File: src/rtl/seg_scan_decoder_pkg.sv
// seg_scan_pkg: shared constants for the 7-segment scan decoder and its
// pattern-decode helper.
//   ERR_*      : err_code values reported by seg_scan_decoder
//   scan_state_e : scan-tracking FSM encoding
//   SEG_BLANK  : active-low "all segments off" pattern
package seg_scan_pkg;

  localparam logic [1:0] ERR_NONE     = 2'b00;
  localparam logic [1:0] ERR_BAD_SEG  = 2'b01;
  localparam logic [1:0] ERR_MULTI_AN = 2'b10;
  localparam logic [1:0] ERR_ORDER    = 2'b11;

  typedef enum logic [1:0] {
    IDLE   = 2'd0,
    SETTLE = 2'd1,
    HOLD   = 2'd2
  } scan_state_e;

  localparam logic [6:0] SEG_BLANK = 7'h7F;

endpackage

File: src/rtl/seg_scan_decoder_seg7.sv
// seg7_pattern_decode: combinational lookup of an active-low a..g segment
// pattern (a = MSB) into a hex nibble. Kept as its own module so every
// display block shares a single copy of the hex table.
//   pat_i      in  7  active-low segment pattern
//   val_o      out 4  decoded value (0 when not a hex glyph)
//   is_blank_o out 1  pattern is all segments off
//   is_bad_o   out 1  pattern is neither a hex glyph nor blank
module seg7_pattern_decode
  import seg_scan_pkg::*;
(
  input  logic [6:0] pat_i,
  output logic [3:0] val_o,
  output logic       is_blank_o,
  output logic       is_bad_o
);

  always_comb begin
    val_o      = 4'h0;
    is_blank_o = 1'b0;
    is_bad_o   = 1'b0;
    case (pat_i)
      7'b0000001: val_o = 4'h0;
      7'b1001111: val_o = 4'h1;
      7'b0010010: val_o = 4'h2;
      7'b0000110: val_o = 4'h3;
      7'b1001100: val_o = 4'h4;
      7'b0100100: val_o = 4'h5;
      7'b0100000: val_o = 4'h6;
      7'b0001111: val_o = 4'h7;
      7'b0000000: val_o = 4'h8;
      7'b0000100: val_o = 4'h9;
      7'b0000010: val_o = 4'hA;
      7'b1100000: val_o = 4'hB;
      7'b0110001: val_o = 4'hC;
      7'b1000010: val_o = 4'hD;
      7'b0110000: val_o = 4'hE;
      7'b0111000: val_o = 4'hF;
      SEG_BLANK:  is_blank_o = 1'b1;
      default:    is_bad_o   = 1'b1;
    endcase
  end

endmodule

File: src/rtl/seg_scan_decoder.sv
// seg_scan_decoder: snoops a multiplexed common-anode 7-segment scan bus and
// recovers the hex value shown on each digit, flagging scan-protocol faults.
//
// Optional feature macro: SEGDEC_DP_EN (adds dp_vals, includes dp in the
// stability compare). Without it, dp is ignored.
//
// Ports:
//   mclk       in              master clock
//   clr_n      in              async active-low reset
//   an         in  NUM_DIG     anode selects, active-low, bit 0 = rightmost
//   a_to_g     in  7           segments, active-low, a = MSB
//   dp         in  1           decimal point, active-low
//   digits     out 4*NUM_DIG   decoded values, digit i at [4i+3:4i]
//   digit_vld  out NUM_DIG     digit holds a committed non-blank value
//   frame_done out 1           pulse on wrap from digit NUM_DIG-1 to 0
//   err        out 1           one-cycle error pulse
//   err_code   out 2           cause of last err (held)
//   stale      out 1           scan has stalled
//   dp_vals    out NUM_DIG     committed decimal points, 1 = lit (SEGDEC_DP_EN)
//
// state  | meaning
// IDLE   | no single anode active; waiting for a digit
// SETTLE | digit captured, counting identical samples toward commit
// HOLD   | digit committed; waiting for the bus to move on
module seg_scan_decoder
  import seg_scan_pkg::*;
#(
  parameter int NUM_DIG     = 8,
  parameter int STABLE_CYC  = 16,
  parameter int TIMEOUT_CYC = 2097152
) (
  input  logic                 mclk,
  input  logic                 clr_n,
  input  logic [NUM_DIG-1:0]   an,
  input  logic [6:0]           a_to_g,
  input  logic                 dp,
  output logic [4*NUM_DIG-1:0] digits,
  output logic [NUM_DIG-1:0]   digit_vld,
  output logic                 frame_done,
  output logic                 err,
  output logic [1:0]           err_code,
  output logic                 stale
`ifdef SEGDEC_DP_EN
  ,
  output logic [NUM_DIG-1:0]   dp_vals
`endif
);

  localparam int IDX_W  = (NUM_DIG > 1) ? $clog2(NUM_DIG) : 1;
  localparam int STAB_W = $clog2(STABLE_CYC + 1);
  localparam int TMO_W  = $clog2(TIMEOUT_CYC + 1);

  localparam logic [NUM_DIG-1:0] ONE_N     = {{(NUM_DIG-1){1'b0}}, 1'b1};
  localparam logic [IDX_W-1:0]   IDX_ONE   = {{(IDX_W-1){1'b0}}, 1'b1};
  localparam logic [IDX_W-1:0]   LAST_IDX  = IDX_W'(NUM_DIG - 1);
  localparam logic [STAB_W-1:0]  STAB_ONE  = {{(STAB_W-1){1'b0}}, 1'b1};
  localparam logic [STAB_W-1:0]  STAB_LAST = STAB_W'(STABLE_CYC - 1);
  localparam logic [TMO_W-1:0]   TMO_ONE   = {{(TMO_W-1){1'b0}}, 1'b1};
  localparam logic [TMO_W-1:0]   TMO_MAX   = TMO_W'(TIMEOUT_CYC);

  // input sample registers
  logic [NUM_DIG-1:0] s_an_q;
  logic [6:0]         s_seg_q;

  // FSM and capture
  scan_state_e        state_q, state_d;
  logic [IDX_W-1:0]   cap_idx_q, cap_idx_d;
  logic [6:0]         cap_seg_q, cap_seg_d;
  logic [STAB_W-1:0]  stab_cnt_q, stab_cnt_d;

  // scan tracking and outputs
  logic [IDX_W-1:0]     last_idx_q, last_idx_d;
  logic [TMO_W-1:0]     tmo_cnt_q, tmo_cnt_d;
  logic [4*NUM_DIG-1:0] digits_q, digits_d;
  logic [NUM_DIG-1:0]   vld_q, vld_d;
  logic                 frame_done_q, frame_done_d;
  logic                 err_q, err_d;
  logic [1:0]           err_code_q, err_code_d;
  logic                 stale_q, stale_d;

  logic [NUM_DIG-1:0] an_hot;
  logic               an_none, an_one, an_multi;
  logic [IDX_W-1:0]   an_idx;
  logic               dp_match;
  logic               samp_match;
  logic               commit;
  logic               multi_err;
  logic [IDX_W-1:0]   exp_idx;
  logic [3:0]         dec_val;
  logic               dec_blank, dec_bad;

`ifdef SEGDEC_DP_EN
  logic               s_dp_q;
  logic               cap_dp_q, cap_dp_d;
  logic [NUM_DIG-1:0] dp_vals_q, dp_vals_d;
`else
  logic               dp_unused;
  assign dp_unused = dp;
`endif

  always_ff @(posedge mclk or negedge clr_n) begin
    if (!clr_n) begin
      s_an_q  <= '1;
      s_seg_q <= SEG_BLANK;
`ifdef SEGDEC_DP_EN
      s_dp_q  <= 1'b1;
`endif
    end else begin
      s_an_q  <= an;
      s_seg_q <= a_to_g;
`ifdef SEGDEC_DP_EN
      s_dp_q  <= dp;
`endif
    end
  end

  // Anode classification: one-hot test on the inverted (active-high) copy.
  always_comb begin
    an_hot   = ~s_an_q;
    an_none  = (an_hot == '0);
    an_one   = !an_none && ((an_hot & (an_hot - ONE_N)) == '0);
    an_multi = !an_none && !an_one;
    an_idx   = '0;
    for (int i = 0; i < NUM_DIG; i++) begin
      if (an_hot[i]) an_idx = IDX_W'(i);
    end
  end

`ifdef SEGDEC_DP_EN
  assign dp_match = (s_dp_q == cap_dp_q);
`else
  assign dp_match = 1'b1;
`endif

  assign samp_match = an_one && (an_idx == cap_idx_q) &&
                      (s_seg_q == cap_seg_q) && dp_match;

  always_ff @(posedge mclk or negedge clr_n) begin
    if (!clr_n) begin
      state_q    <= IDLE;
      cap_idx_q  <= '0;
      cap_seg_q  <= '0;
      stab_cnt_q <= '0;
`ifdef SEGDEC_DP_EN
      cap_dp_q   <= 1'b0;
`endif
    end else begin
      state_q    <= state_d;
      cap_idx_q  <= cap_idx_d;
      cap_seg_q  <= cap_seg_d;
      stab_cnt_q <= stab_cnt_d;
`ifdef SEGDEC_DP_EN
      cap_dp_q   <= cap_dp_d;
`endif
    end
  end

  always_comb begin
    state_d    = state_q;
    cap_idx_d  = cap_idx_q;
    cap_seg_d  = cap_seg_q;
    stab_cnt_d = stab_cnt_q;
`ifdef SEGDEC_DP_EN
    cap_dp_d   = cap_dp_q;
`endif
    commit     = 1'b0;
    multi_err  = 1'b0;

    if ((state_q == SETTLE) && samp_match) begin
      stab_cnt_d = stab_cnt_q + STAB_ONE;
      // commit on the edge where the count reaches STABLE_CYC
      if (stab_cnt_q == STAB_LAST) begin
        commit  = 1'b1;
        state_d = HOLD;
      end
    end else if ((state_q == HOLD) && samp_match) begin
      state_d = HOLD;
    end else begin
      // IDLE, or SETTLE/HOLD with a changed sample: classify afresh
      if (an_one) begin
        cap_idx_d  = an_idx;
        cap_seg_d  = s_seg_q;
`ifdef SEGDEC_DP_EN
        cap_dp_d   = s_dp_q;
`endif
        stab_cnt_d = STAB_ONE;
        state_d    = SETTLE;
      end else begin
        multi_err = an_multi;
        state_d   = IDLE;
      end
    end
  end

  seg7_pattern_decode u_dec (
    .pat_i      (cap_seg_q),
    .val_o      (dec_val),
    .is_blank_o (dec_blank),
    .is_bad_o   (dec_bad)
  );

  assign exp_idx = (last_idx_q == LAST_IDX) ? '0 : (last_idx_q + IDX_ONE);

  always_comb begin
    digits_d     = digits_q;
    vld_d        = vld_q;
    frame_done_d = 1'b0;
    err_d        = 1'b0;
    err_code_d   = err_code_q;
    stale_d      = stale_q;
    last_idx_d   = last_idx_q;
    tmo_cnt_d    = tmo_cnt_q;
`ifdef SEGDEC_DP_EN
    dp_vals_d    = dp_vals_q;
`endif

    if (multi_err) begin
      err_d      = 1'b1;
      err_code_d = ERR_MULTI_AN;
    end

    if (commit) begin
      last_idx_d   = cap_idx_q;
      tmo_cnt_d    = '0;
      stale_d      = 1'b0;
      frame_done_d = (cap_idx_q == '0) && (last_idx_q == LAST_IDX);
      if (cap_idx_q != exp_idx) begin
        err_d      = 1'b1;
        err_code_d = ERR_ORDER;
      end
      // BAD_SEG overrides ORDER when both hit on one commit
      if (dec_bad) begin
        err_d      = 1'b1;
        err_code_d = ERR_BAD_SEG;
      end else begin
        for (int i = 0; i < NUM_DIG; i++) begin
          if (IDX_W'(i) == cap_idx_q) begin
            if (dec_blank) begin
              vld_d[i] = 1'b0;
            end else begin
              vld_d[i]           = 1'b1;
              digits_d[4*i +: 4] = dec_val;
            end
`ifdef SEGDEC_DP_EN
            dp_vals_d[i] = ~cap_dp_q;
`endif
          end
        end
      end
    end else begin
      if (tmo_cnt_q != TMO_MAX) tmo_cnt_d = tmo_cnt_q + TMO_ONE;
      if (tmo_cnt_d == TMO_MAX) begin
        stale_d = 1'b1;
        vld_d   = '0;
      end
    end
  end

  always_ff @(posedge mclk or negedge clr_n) begin
    if (!clr_n) begin
      last_idx_q   <= LAST_IDX;
      tmo_cnt_q    <= '0;
      digits_q     <= '0;
      vld_q        <= '0;
      frame_done_q <= 1'b0;
      err_q        <= 1'b0;
      err_code_q   <= ERR_NONE;
      stale_q      <= 1'b0;
`ifdef SEGDEC_DP_EN
      dp_vals_q    <= '0;
`endif
    end else begin
      last_idx_q   <= last_idx_d;
      tmo_cnt_q    <= tmo_cnt_d;
      digits_q     <= digits_d;
      vld_q        <= vld_d;
      frame_done_q <= frame_done_d;
      err_q        <= err_d;
      err_code_q   <= err_code_d;
      stale_q      <= stale_d;
`ifdef SEGDEC_DP_EN
      dp_vals_q    <= dp_vals_d;
`endif
    end
  end

  assign digits     = digits_q;
  assign digit_vld  = vld_q;
  assign frame_done = frame_done_q;
  assign err        = err_q;
  assign err_code   = err_code_q;
  assign stale      = stale_q;
`ifdef SEGDEC_DP_EN
  assign dp_vals    = dp_vals_q;
`endif

endmodule

File: config.mk
export PLATFORM = sky130hd
export DESIGN_NAME = seg_scan_decoder
export DESIGN_NICKNAME = d
export VERILOG_FILES = /design/src/rtl/seg_scan_decoder_pkg.sv /design/src/rtl/seg_scan_decoder_seg7.sv /design/src/rtl/seg_scan_decoder.sv
export SDC_FILE = /design/constraint.sdc
export NUM_CORES = 1
export LEC_CHECK = 0
export CAP_MARGIN = 20
export CORE_MARGIN = 1
export CORE_UTILIZATION = 58
export CTS_BUF_LIST = sky130_fd_sc_hd__clkbuf_4 sky130_fd_sc_hd__clkbuf_8
export DETAILED_ROUTE_END_ITERATION = 12
export PLACE_DENSITY = 0.79
export SKIP_LAST_GASP = 1
export SLEW_MARGIN = 20
export SYNTH_ARGS = -nofsm -noshare
export SYNTH_HDL_FRONTEND = slang
export SYNTH_SLANG_ARGS = --single-unit
File: constraint.sdc
create_clock -name mclk -period 3.8 [get_ports mclk]
set_input_delay 0.38 -clock mclk [delete_from_list [all_inputs] [get_ports mclk]]
set_output_delay 0.38 -clock mclk [all_outputs]
set_load 0.02 [all_outputs]
==> After elaboration in Yosys (flattened, before gate mapping) <==
Cells that the tools add are included.
{ "word_totals": {"regBits": 102, "latchBits": 0, "ramBits": 0, "rom_bits": 0, "wordCells": 162, "memories": 0} }
{ "classes": {"addsub": 4, "n_mul": 0, "div": 0, "magnitude_cmp": 0, "n_eq_ne": 43, "shift": 0, "n_mux": 48, "n_bitwise": 5, "reduce_logical": 34} }
{ "op_table": {"columns": ["operator", "n"], "rows": [
  ["$mux 22", 3],
  ["$pmux 4 s15", 1],
  ["$eq 7x6->1 const B", 5],
  ["$eq 7x7->1 const B", 5],
  ["$reduce_and 4->1", 8],
  ["$reduce_and 3->1", 9],
  ["$mux 1", 24],
  ["$mux 8", 3],
  ["$add 22x1->22 const B", 1],
  ["$eq 22x22->1 const B", 1],
  ["$ne 22x22->1 const B", 1],
  ["$mux 3", 7],
  ["$ne 2x1->1 const B", 9],
  ["$reduce_or 17->1", 1],
  ["$logic_not 8->1", 2],
  ["$mux 5", 3],
  ["$eq 7x3->1 const B", 2],
  ["$mux 2", 7],
  ["$eq 3x3->1 const A", 4],
  ["$and 8x8->8", 1],
  ["$not 8->8", 1],
  ["$sub 8x1->8 const B", 1],
  ["$eq 7x1->1 const B", 1],
  ["$eq 7x2->1 const B", 1],
  ["21 further kinds", 33]
]} }

==> Longest topological paths before layout <==
{ "depth": {"ltp_word": 18, "mapped_depth": 10, "mapped_depth_nobuf": 9} }

==> By module <==
From an unflattened synthesis, not the netlist that was laid out.
{ "hier_totals": {"hier_cells": 507, "area_unflattened_um2": 5303.8} }
{ "modules_own_cells": {"columns": ["mod", "n_inst", "cells_per_inst", "area_each_um2", "seq_area_each_um2"], "rows": [
  ["seg_scan_decoder", 1, 450, 4912.2, 2575.0],
  ["seg7_pattern_decode", 1, 57, 391.6, 0.0]
]} }

==> Worst setup path after synthesis <==
Ideal clock, no wire load.
{ "synth_timing": {"kind": "register -> register", "from": "reg s_an_q[6]", "to": "reg digits_q[5], in the netlist digits[5]", "t_arrival_ns": 2.519, "slack_ns": 1.156, "stages_incl_launch_ff": 9, "path_buffers": 2, "synth_period_minus_slack_ns": 2.644, "path_cell_list": "dfstp_2 buf_4 nand4_4 or3b_1 a211oi_2 nand4b_1 buf_4 or4b_4 mux2_4"} }
{ "synth_between": {"elab_chain_cells": 10} }
{ "synth_rtl": {"columns": ["item", "line_no", "rtl"], "rows": [
  ["start: declaration", "seg_scan_decoder.sv:62", "logic [NUM_DIG-1:0] s_an_q;"],
  ["start signal: assignment", "seg_scan_decoder.sv:109", "s_an_q <= an;"],
  ["$not 8->8 (*)", "seg_scan_decoder.sv:119", "an_hot = ~s_an_q;"],
  ["$sub 8x1->8", "seg_scan_decoder.sv:121", "an_one = !an_none && ((an_hot & (an_hot - ONE_N)) == '0);"],
  ["$and 8x8->8", "seg_scan_decoder.sv:121", null],
  ["$logic_not 8->1", "seg_scan_decoder.sv:121", null],
  ["$logic_and 1x1->1", "seg_scan_decoder.sv:121", null],
  ["$logic_and 1x1->1 (*) (2 in series)", "seg_scan_decoder.sv:135", "assign samp_match = an_one && (an_idx == cap_idx_q) &&"],
  ["$logic_and 1x1->1 (*)", "seg_scan_decoder.sv:169", "if ((state_q == SETTLE) && samp_match) begin"],
  ["$mux 1 (*)", "seg_scan_decoder.sv:169", null],
  ["$reduce_and 4->1 (no line) (*)", null, null],
  ["end signal: assignment", "seg_scan_decoder.sv:275", "digits_q <= digits_d;"],
  ["end: declaration", "seg_scan_decoder.sv:74", "logic [4*NUM_DIG-1:0] digits_q, digits_d;"]
]} }
Mark *: on every way between the ends. The rest lies on a longest branch, timed or not.
A chain may end at the register's enable or synchronous reset.

==> Worst setup path in the final report <==
{ "layout_timing": {"from": "reg cap_seg_q[3]", "to": "reg digits_q[12], in the netlist digits[12]"} }
{ "layout_between": {"elab_chain_cells": 5} }
{ "layout_rtl": {"columns": ["item", "line_no", "rtl"], "rows": [
  ["start: declaration", "seg_scan_decoder.sv:68", "logic [6:0] cap_seg_q, cap_seg_d;"],
  ["start signal: assignment", "seg_scan_decoder.sv:150", "cap_seg_q <= cap_seg_d;"],
  ["parallel branches: the longest is 5 deep, another holds $reduce_or 17->1", null, null]
]} }
Several ways; the timed one is not identified.

==> reports/qor.json <==
{
  "outcome": {"value": "finished, final reports clean"},
  "grt_first_pass_wirelength": {"value": 18800, "unit": "um"},
  "clock_sinks": {"value": 102},
  "detailed_route_via_count": {"value": 3935},
  "cts_setup_buffers": {"value": 0},
  "timing.setup.critical_path_class": {"value": "reg2reg"},
  "synth_enable_flop_cells": {"value": 0},
  "seqCellArea": {"value": 2570, "unit": "um2"},
  "layout_worst_path_cycle_share": {"value": 79.5, "unit": "%"},
  "drt-vias-per-instance": {"value": 5.96},
  "core_area": {"value": 8760, "unit": "um2"},
  "average_cell_area_after_synthesis": {"value": 10.6, "unit": "um2"},
  "die_h": {"value": 97.3, "unit": "um"},
  "grt_max_degree": {"value": 56},
  "number_of_global_route_vias_before_repair": {"value": 3936},
  "initialDrtViolationCount": {"value": 121},
  "ir_worst_vdd": {"value": 0.228, "unit": "mV"},
  "clk_transition_reported_paths": {"value": 0.12, "unit": "ns"},
  "timing.critical_path.max_delay_family": {"value": "simple AND/OR/NAND/NOR gates"},
  "cts_tree": {"value": "yes"},
  "gp_routability_congestion": {"value": 0.851},
  "power.total": {"value": 2.37, "unit": "mW"},
  "crit_path_end_kind": {"value": "register"},
  "drtAntennaViolNets": {"value": 0},
  "buffers_inverters_on_critical_path": {"value": 1},
  "drcViolationCount": {"value": 0},
  "final.hold.worst_slack": {"value": 0.0397, "unit": "ns"},
  "layout_commonest_cell": {"value": "dfrtp_1"},
  "synthFlopType": {"value": "dfrtp_1"},
  "grt_overflow": {"value": 0},
  "area_delta_synth_final": {"value": 16.7, "unit": "%"},
  "cap_viol_max_count": {"value": 0},
  "critical_path_cell_sequence": {"value": "nor4bb_1 > a22oi_1 > o21a_1 > o21ai_1 > nor3_4 > buf_4 > or4b_4 > mux2_1"},
  "cts_resized": {"value": 0},
  "number_of_levels_in_the_clock_h_tree": {"value": 3},
  "total_grt_usage": {"value": 24.4, "unit": "%"},
  "p_per_area": {"value": 386, "unit": "nW/um2"},
  "count_of_unique_library_cells_instantiated_by_yosys": {"value": 70},
  "post_synth_main_area_contributors": {"value": "dfrtp_1 (40%), dfstp_2 (9.0%), mux2_2 (8.5%)"},
  "cts_buffers": {"value": 9},
  "hold_buffers": {"value": 0},
  "die_w": {"value": 97.3, "unit": "um"},
  "timing.setup.tns": {"value": 0, "unit": "ns"},
  "ys.warnings.count": {"value": 0},
  "arrival_time_of_the_worst_setup_path": {"value": 3.27, "unit": "ns"},
  "die_area": {"value": 9470, "unit": "um2"},
  "postRouteWirelength": {"value": 11100, "unit": "um"},
  "drt_pre_antenna_iters": {"value": 4},
  "timing.critical_path.fanout_max": {"value": 16},
  "initial_core_util": {"value": 60.2, "unit": "%"},
  "clock_tree.root_cell": {"value": "clkbuf_8"},
  "timing.final.crit_period": {"value": 3.02, "unit": "ns"},
  "worst_ep_required_time": {"value": 4.05, "unit": "ns"},
  "achievable-frequency": {"value": 0.331, "unit": "GHz"},
  "hold_class": {"value": "in2async"},
  "synth_top_area_cell": {"value": "dfrtp_1"},
  "cts_max_path_buffers": {"value": 2},
  "ys_seq_elements": {"value": 102},
  "setup_violations": {"value": 0},
  "syn-instance-count": {"value": 495},
  "critPathLaunchType": {"value": "register"},
  "report.final.slew_viol_count": {"value": 0},
  "multiInputGateArea": {"value": 2560, "unit": "um2"},
  "fill_cells": {"value": 638},
  "routed_wire_length_per_instance": {"value": 16.9, "unit": "um"},
  "worst_skew_pair.late_latency": {"value": 0.38, "unit": "ns"},
  "netlist.area_leader.share": {"value": 39.9, "unit": "%"},
  "layout-drive-gt1-share": {"value": 18.1, "unit": "%"},
  "synth_sequential_area_ratio": {"value": 48.8, "unit": "%"},
  "timing.max_slew.rel_slack": {"value": 31.9, "unit": "%"},
  "top_level_port_count": {"value": 63},
  "hold_viol_final": {"value": 0},
  "row_count": {"value": 34},
  "synthesized_cell_area": {"value": 5270, "unit": "um2"},
  "power_leakage": {"value": 2.51, "unit": "nW"},
  "insertedDiodeCount": {"value": 0},
  "timing.critical_path.slowest_cell_delay": {"value": 0.67, "unit": "ns"},
  "library_cell_contributing_the_largest_single_delay_on_the_critical_path": {"value": "dfrtp_1"},
  "antenna_found_initial": {"value": 0},
  "clock_skew": {"value": 0.0173, "unit": "ns"},
  "syn-num-nets": {"value": 519},
  "worst_pin_slew": {"value": 1.01, "unit": "ns"},
  "postSynth.asyncResetShare": {"value": 100, "unit": "%"},
  "finish.net_count": {"value": 571},
  "port_buffers": {"value": 61},
  "grt_setup_unrepaired": {"value": "no"},
  "detailed_place_hpwl": {"value": 8000, "unit": "um"},
  "utilization": {"value": 70.2, "unit": "%"},
  "most_frequent_cells_in_the_layout": {"value": "dfrtp_1 (84), clkdlybuf4s50_1 (60), nor2_1 (45), mux2_2 (40), nand2_1 (35)"}
}
through the flow:
step           cells  worst slack, ns  instance area, um2
4_1_cts          660            0.783                6140
6_report         660            0.779                6150
3_3_place_gp     644            0.927                5940
3_5_place_dp     644            0.833                5940
5_1_grt          660            0.644                6150
2_1_floorplan    495             1.16                5270
where the power goes:
group	internal [mW]	total, mW	leakage [nW]	switching, mW
Sequential	1.13	1.28	1.32	0.145
Combinational	0.174	0.406	1.09	0.232
Clock	0.264	0.687	0.104	0.422
registers in the layout (all words and copies together) (netlist names):
| name | flops |
|---|---|
| digits | 32 |
| tmo_cnt_q | 22 |
| digit_vld | 8 |
| s_an_q | 8 |
| cap_seg_q | 7 |
| s_seg_q | 7 |
| stab_cnt_q | 5 |
| cap_idx_q | 3 |
| last_idx_q | 3 |
| err_code | 2 |
| state_q | 2 |
| err | 1 |
| frame_done | 1 |
| stale | 1 |
layer usage:
metal | GRT usage, % | part of all wire, % | vias to the layer above | wire (um)
li1 | - | - | 1901 | -
met1 | 32.8 | 45 | 1933 | 5010
met2 | 41.4 | 50 | 82 | 5620
met3 | 3.60 | 3.1 | 19 | 345
met4 | 6.90 | 1.5 | 0 | 164
met5 | 0 | 0 | - | 0
worst reg2reg max path, stage by stage (launching register included):
cell and delay [ns]:
dfrtp_1 0.67, nor4bb_1 0.36, a22oi_1 0.13, o21a_1 0.20, o21ai_1 0.27, nor3_4 0.18
buf_4 0.20, or4b_4 0.57, mux2_1 0.32
kinds of logic after synthesis:
| family | synth area share, % |
|---|---|
| AND/OR/NAND/NOR | 19.9 |
| flip-flops | 48.8 |
| AO/OA/AOI/OAI | 10.8 |
| multiplexers | 10.3 |
| XOR/XNOR | 5.82 |
| buffers and inverters | 2.71 |
| adder cells (fa/ha/maj) | 1.61 |
final timing paths:
check                                   start  cells after the start       endpoint  slack [ns]
worst max register to register   cap_seg_q[3]                      8     digits[12]        0.78
min in group mclk                       an[4]                      1      s_an_q[4]        0.41
worst min register to register  stab_cnt_q[4]                      2  stab_cnt_q[4]        0.49
max in group asynchronous               clr_n                      2   cap_seg_q[2]        2.94
worst max-delay path             cap_seg_q[3]                      8     digits[12]        0.78
worst min-delay path                    clr_n                      1   tmo_cnt_q[7]        0.04
cell type report:
class	count	area share [%]
sequential	102	41.9
multi-input combinational	360	41.6
timing repair buffer	66	10.5
tap	108	2.20
clock buffer	9	2.01
clock inverter	7	1.32
inverter	8	0.488
synth_stat cells, drive strengths merged, types with 3 or more instances:
library cell and number:
and3 7, ha 6, o22ai 7, xnor2 25, nor4 8, nand3 28, nor3 15, inv 8
a31oi 5, nand2b 9, a21oi 8, o21ai 18, nand4 11, dfrtp 84, a211oi 3, or3 6
buf 8, o31ai 9, dfstp 18, a21o 3, a21boi 3, clkbuf 17, nor2 45, nor2b 6
mux2 45, xor2 10, o21a 3, nand2 35, nand4b 3
(Power assumes the default switching activity.)
